--- src/rtl/riscv_muldiv.sv ---
// rtl/riscv_muldiv.sv - iterative RV32M/RV64M multiply/divide unit
// Shift-add multiply and restoring divide, one bit per cycle, on operand magnitudes.
module riscv_muldiv #(
   parameter int XLEN = 32,
   localparam int CNTW = $clog2(XLEN + 1)
) (
   input  logic            clk,
   input  logic            reset,
   input  logic            start,
   input  logic            flush,
   input  logic [2:0]      funct3,
   input  logic [XLEN-1:0] rs1,
   input  logic [XLEN-1:0] rs2,
   output logic            busy,
   output logic            done,
   output logic [XLEN-1:0] result
);

   typedef enum logic [1:0] {S_IDLE, S_CALC, S_FIN} state_t;

   state_t              state_q, state_d;
   logic [CNTW-1:0]     cnt_q, cnt_d;
   logic [2:0]          op_q, op_d;
   logic [XLEN-1:0]     opnd_q, opnd_d;
   logic [2*XLEN-1:0]   prod_q, prod_d;
   logic [XLEN:0]       rem_q, rem_d;
   logic                neg_q, neg_d;
   logic                spec_q, spec_d;
   logic [XLEN-1:0]     result_q, result_d;
   logic                busy_q, busy_d;
   logic                done_q, done_d;

   logic                sign_a, sign_b, div_zero, div_ovf;
   logic [XLEN-1:0]     a_mag, b_mag, quot, remv;
   logic [XLEN:0]       sum, shifted, diff;
   logic [2*XLEN-1:0]   prod_fix;

   always_comb begin
      state_d  = state_q;
      cnt_d    = cnt_q;
      op_d     = op_q;
      opnd_d   = opnd_q;
      prod_d   = prod_q;
      rem_d    = rem_q;
      neg_d    = neg_q;
      spec_d   = spec_q;
      result_d = result_q;
      done_d   = 1'b0;

      sign_a   = rs1[XLEN-1] & ((funct3 == 3'b001) | (funct3 == 3'b010) |
                                (funct3 == 3'b100) | (funct3 == 3'b110));
      sign_b   = rs2[XLEN-1] & ((funct3 == 3'b001) | (funct3 == 3'b100) |
                                (funct3 == 3'b110));
      a_mag    = sign_a ? -rs1 : rs1;
      b_mag    = sign_b ? -rs2 : rs2;
      div_zero = funct3[2] & (rs2 == '0);
      div_ovf  = ((funct3 == 3'b100) | (funct3 == 3'b110)) &
                 (rs1 == {1'b1, {(XLEN-1){1'b0}}}) & (rs2 == '1);

      sum      = {1'b0, prod_q[2*XLEN-1:XLEN]} + (prod_q[0] ? {1'b0, opnd_q} : '0);
      shifted  = {rem_q[XLEN-1:0], prod_q[XLEN-1]};
      diff     = shifted - {1'b0, opnd_q};
      prod_fix = neg_q ? -prod_q : prod_q;
      quot     = neg_q ? -prod_q[XLEN-1:0] : prod_q[XLEN-1:0];
      remv     = neg_q ? -rem_q[XLEN-1:0] : rem_q[XLEN-1:0];

      case (state_q)
         S_IDLE: begin
            if (start && !flush) begin
               op_d  = funct3;
               cnt_d = '0;
               rem_d = '0;
               // Remainder sign follows the dividend only; everything else uses signA^signB.
               neg_d = (funct3[2] & funct3[1]) ? sign_a : (sign_a ^ sign_b);
               if (div_zero || div_ovf) begin
                  // Special results are precomputed here and simply published in FIN.
                  spec_d  = 1'b1;
                  opnd_d  = '0;
                  state_d = S_FIN;
                  if (div_zero)
                     prod_d = {{XLEN{1'b0}}, funct3[1] ? rs1 : {XLEN{1'b1}}};
                  else
                     prod_d = {{XLEN{1'b0}}, funct3[1] ? {XLEN{1'b0}} : rs1};
               end else begin
                  spec_d  = 1'b0;
                  state_d = S_CALC;
                  prod_d  = {{XLEN{1'b0}}, funct3[2] ? a_mag : b_mag};
                  opnd_d  = funct3[2] ? b_mag : a_mag;
               end
            end
         end
         S_CALC: begin
            if (op_q[2]) begin
               if (!diff[XLEN]) begin
                  rem_d  = diff;
                  prod_d = {prod_q[2*XLEN-1:XLEN], prod_q[XLEN-2:0], 1'b1};
               end else begin
                  rem_d  = shifted;
                  prod_d = {prod_q[2*XLEN-1:XLEN], prod_q[XLEN-2:0], 1'b0};
               end
            end else begin
               prod_d = {sum, prod_q[XLEN-1:1]};
            end
            cnt_d = cnt_q + CNTW'(1);
            if (cnt_q == CNTW'(XLEN - 1))
               state_d = S_FIN;
         end
         S_FIN: begin
            state_d = S_IDLE;
            done_d  = 1'b1;
            if (spec_q)
               result_d = prod_q[XLEN-1:0];
            else begin
               case (op_q)
                  3'b000:                 result_d = prod_fix[XLEN-1:0];
                  3'b001, 3'b010, 3'b011: result_d = prod_fix[2*XLEN-1:XLEN];
                  3'b100, 3'b101:         result_d = quot;
                  default:                result_d = remv;
               endcase
            end
         end
         default: state_d = S_IDLE;
      endcase

      // Abort wins over both a new request and completion.
      if (flush) begin
         state_d  = S_IDLE;
         done_d   = 1'b0;
         result_d = result_q;
      end
      busy_d = (state_d != S_IDLE);
   end

   always_ff @(posedge clk or posedge reset) begin
      if (reset) begin
         state_q  <= S_IDLE;
         cnt_q    <= '0;
         op_q     <= '0;
         opnd_q   <= '0;
         prod_q   <= '0;
         rem_q    <= '0;
         neg_q    <= 1'b0;
         spec_q   <= 1'b0;
         result_q <= '0;
         busy_q   <= 1'b0;
         done_q   <= 1'b0;
      end else begin
         state_q  <= state_d;
         cnt_q    <= cnt_d;
         op_q     <= op_d;
         opnd_q   <= opnd_d;
         prod_q   <= prod_d;
         rem_q    <= rem_d;
         neg_q    <= neg_d;
         spec_q   <= spec_d;
         result_q <= result_d;
         busy_q   <= busy_d;
         done_q   <= done_d;
      end
   end

   assign busy   = busy_q;
   assign done   = done_q;
   assign result = result_q;

endmodule

--- config.mk ---
export PLATFORM = sky130hd
export DESIGN_NAME = riscv_muldiv
export DESIGN_NICKNAME = d
export VERILOG_FILES = /design/src/rtl/riscv_muldiv.sv
export SDC_FILE = /design/constraint.sdc
export NUM_CORES = 1
export LEC_CHECK = 0
export CAP_MARGIN = 15
export CORE_MARGIN = 2
export CORE_UTILIZATION = 30
export CTS_BUF_LIST = sky130_fd_sc_hd__clkbuf_16
export CTS_CLUSTER_DIAMETER = 50
export DETAILED_ROUTE_END_ITERATION = 10
export GPL_ROUTABILITY_DRIVEN = 1
export GPL_TIMING_DRIVEN = 1
export MAX_ROUTING_LAYER = met4
export PLACE_DENSITY = 0.54
export SYNTH_ARGS = -nofsm -noshare
export SYNTH_HDL_FRONTEND = slang
export SYNTH_SLANG_ARGS = --single-unit
export TNS_END_PERCENT = 10
--- constraint.sdc ---
create_clock -name clk -period 12.9 [get_ports clk]
set_clock_uncertainty 0.15 [all_clocks]
set_input_delay 1.29 -clock clk [delete_from_list [all_inputs] [get_ports clk]]
set_output_delay 1.29 -clock clk [all_outputs]
set_load 0.01 [all_outputs]
==> results.txt <==
The run finished with clean final reports. The area occupied by registers came out at 0.00438 mm^2. In this run, the number of DRC markers left after iteration 0 of detailed routing was 1472. The number of sinks on the clock net came out at 175. The fraction of layout instances using a drive strength above 1 is 0.0475. The synthesis warning total came out at 0.

Of the post-synthesis cell area, the part taken by muxes is 0.0436. The simple-gate portion of the synthesized area is 0.190. The via count is 15.7k. Of the total synthesized cell area, the portion taken by XOR and XNOR cells is 0.110. The net total in the final layout is ~2.2k. The actual transition at the worst max-transition pin came out at 1.14 ns. The via count of the first global-routing pass is ~15k. The distinct cell type count of the synthesized netlist came out at 75.

Counting flops with an async set or reset pin after synthesis yields a share of 1.00. The top-level I/O count came out at 105. The post-detailed-route via-to-cell ratio is 5.75. The total count of hold-check failures in the final report came out at 0.

The cell sitting at the root of the clock tree is a clkbuf_16. The fraction of the mapped netlist area in adder cells came out at 0.0582. The worst slew margin relative to its limit is 0.237. The kind of critical path is input port to register. Gates resized during post-CTS repair numbered 0. The number of detailed-routing iterations run before antenna repair came out at 6. After technology mapping, the gate count stands at a little over 2k.

The net count of the mapped netlist is 2156. TritonCTS built the clock tree. The finished cells cover ~0.018 mm^2.

The DRC violation count after routing came out at 0. In this run, synthesis produced a sequential element count of 175. The total area inside the core boundary comes to between 0.05 and 0.06 mm^2. The fraction of the mapped netlist area in compound gates came out at 0.273. The number of buffers inserted to repair setup after CTS came out at 0. The largest net degree at the start of global routing came out at 89. The starting density of the core is 0.305. The part of the Yosys area used for sequential elements is 0.278. The number of enable-type register cells in the synthesized netlist came out at 0.

Setup violations remaining at the end of the flow were counted as 0. The floorplan step defined a die boundary enclosing 0.0543 mm^2. The HPWL after detailed placement is 48.0 mm. The worst setup path is captured at a register. The global routing usage summed across all routing layers came out at 0.235. After synthesis, the mean cell area works out to 7.82 um^2. The area overhead of the layout relative to synthesis is 14.1%. The total overflow left after global routing is 0.

The count of fill cells added during filler insertion is 5380. The total negative setup slack is 0 ns. The placed cell area is 0.0173 mm^2.

The clock latency on the worst-skew pair is about 0.47 ns. The final critical-path share of the clock period is 0.392. The floorplan die height came out at between 200 and 250 um. The average wire per cell in the routed design came out at 22.9 um. The count of pins over their slew limit came to 0.

The global placement routability congestion is 0.952. The number of antenna violations at the first check in global routing came to 0. The combined area of the multi-input logic cells is 0.0106 mm^2. The data arrival time of the worst path came out at 5.27 ns. The width of the die came out at 233 um. The static leakage is 7.14 nW. Based on the critical path, the design can be clocked at up to 0.198 GHz. Of all nets on the critical path, the largest fanout is 16. The clock-pin slew on the worst setup and hold paths came out at 0.08 ns. For the worst setup path, the data required time is roughly 13 ns. Subtracting the final worst setup slack from the clock period gives ~5.1 ns.

During placement, the flow inserted port buffers numbering ~100. The repair_antennas step left the layout with diodes totalling 0. The count of H-tree levels built during CTS came out at 4. VDD sags by at most 0.146 mV. The count of nets left with antenna violations after detail routing is 0. The ratio of total power to cell area came out at 195 mW/mm^2.

The clock passes through at most 2 buffers. In this run, post-CTS hold repair placed 0 buffers. In the synthesized netlist the dominant register cell turns out to be dfrtp_1.

After synthesis, the largest family of logic cells by area is compound AO/OA/AOI/OAI gates. The max-cap violation count came out at 0. The floorplan has 83 rows. After synthesis the cells add up to 0.0157 mm^2.

The first-pass GRT wire length came out at around 94 mm. The kind of path behind the tightest hold check is register to register. The worst setup path is launched from an input port.

The number of buffers inserted during clock tree synthesis is 17. Setup repair after global routing left no endpoint under its margin. The routed wire length came out at 62.3 mm.
## flip-flops by register name, indices dropped and copies added, names as in the netlist
signal and flops:
prod_q 64, cnt_q 6, op_q 3, done 1
busy 1, result 32, state_q 2, neg_q 1
opnd_q 32, rem_q 32, spec_q 1
## metrics by stage
step	hold WS, ns	cells	utilization	total power, mW	setup slack [ns]
2_1_floorplan	0.300	2013	-	2.26	6.71
3_3_place_gp	0.316	2692	0.336	2.87	7.47
3_5_place_dp	0.322	2692	0.336	2.89	7.40
4_1_cts	0.338	2724	0.348	3.48	7.90
5_1_grt	0.369	2724	0.348	3.74	7.67
6_report	0.332	2724	0.348	3.51	7.84
## cell usage after synthesis (5+ instances only)
master    number  area (um^2)
nand2_1      240          901
o21ai_0      237         1190
dfrtp_1      175         4380
a21oi_1      148          741
nor2_1       136          510
xor2_1       115         1010
clkbuf_1     108          405
xnor2_1       82          718
ha_1          70          876
inv_1         69          259
mux2i_1       55          551
o31ai_1       50          375
o211ai_1      41          308
nand3_1       32          160
or3_1         30          188
nor3_1        28          140
nand2b_1      26          163
a31oi_1       25          156
o22ai_1       25          156
o221ai_1      24          210
or4_1         21          158
o41ai_1       20          175
a211oi_1      19          143
nor2b_1       19          119
nand4_1       17          106
a21o_1        16          120
a22o_1        13          114
mux2_2        12          135
nor4_1        12         75.1
buf_1         10         37.5
and3_1         9         56.3
or2_2          9         56.3
and2_1         8         50.1
o21a_1         8         60.1
buf_2          7         35.0
o21bai_1       7         52.6
a211o_1        5         43.8
a311oi_1       5         43.8
nand3b_1       5         37.5
o21ai_1        5         25.0
## layout by cell type, fill, tap and decap left out, drive strengths merged, types with 5 or more instances in the layout
cell	instances
and2	8
xnor2	82
buf	23
o21a	8
o211ai	41
mux2	12
o21ai	242
nor2	136
clkbuf	17
o221ai	24
xor2	115
nor4	14
mux2i	55
a211oi	19
or4	24
inv	78
o41ai	22
a31oi	25
a211o	5
o31ai	50
dfrtp	175
nand2	240
a311oi	5
nand3	32
ha	70
nor3	30
or2	12
nand4	17
and3	9
a21o	16
nor2b	19
nand2b	26
nand3b	5
clkdlybuf4s50	103
o21bai	7
a21oi	148
a22o	13
or3	31
o22ai	25
## kinds of logic (layout without fill, tap and decap cells)
| family | count (synthesis) | count (layout) |
|---|---|---|
| AO/OA/AOI/OAI | 687 | 687 |
| XOR/XNOR | 197 | 197 |
| adder cells (fa/ha/maj) | 72 | 72 |
| buffers and inverters | 196 | 227 |
| flip-flops | 175 | 175 |
| multiplexers | 67 | 67 |
| AND/OR/NAND/NOR | 619 | 619 |
## path summary, 6_finish.rpt
check	startpoint	cells after the start	slack [ns]	to
min in group asynchronous	reset	2	1.08	rem_q[27]
min	opnd_q[10]	2	0.33	opnd_q[10]
max	rs1[19]	11	7.84	prod_q[1]
min reg2reg	opnd_q[10]	2	0.33	opnd_q[10]
max reg2reg	prod_q[31]	14	8.21	rem_q[5]
max in group asynchronous	reset	4	9.33	neg_q
## power by group
group          leakage (nW)  internal (mW)  total [mW]  switching, mW
Combinational          4.54          0.756        1.97           1.21
Sequential             2.29          0.681       0.961          0.280
Clock                 0.312          0.313       0.579          0.266
Total                  7.14           1.75        3.51           1.76
## routing by layer
metal / vias to the layer above / track usage / share of wire
li1: 7387 / - / -
met5: - / - / 0
met3: 91 / 0.0354 / 0.060
met2: 554 / 0.354 / 0.45
met1: 7626 / 0.317 / 0.46
met4: 0 / 0.0896 / 0.038
## final cells by class
class	count	area share
clock inverters	15	0.0109
multi-input cells	1642	0.592
inverters	69	0.0147
repair buffers	126	0.0671
flip-flops and latches	175	0.244
clock buffers	17	0.0237
well taps	680	0.0474
## worst max-delay path: stages
cell and delay (ns):
clkdlybuf4s50_1 0.49, or4_1 0.58, or2_1 0.24, or4_4 0.52, or4_4 0.57, nor3_4 0.35, or2_1 0.64, o22ai_1 0.14
a211oi_1 0.26, a211o_1 0.13, o21ai_1 0.05
Power figures use the tool's default switching activity.
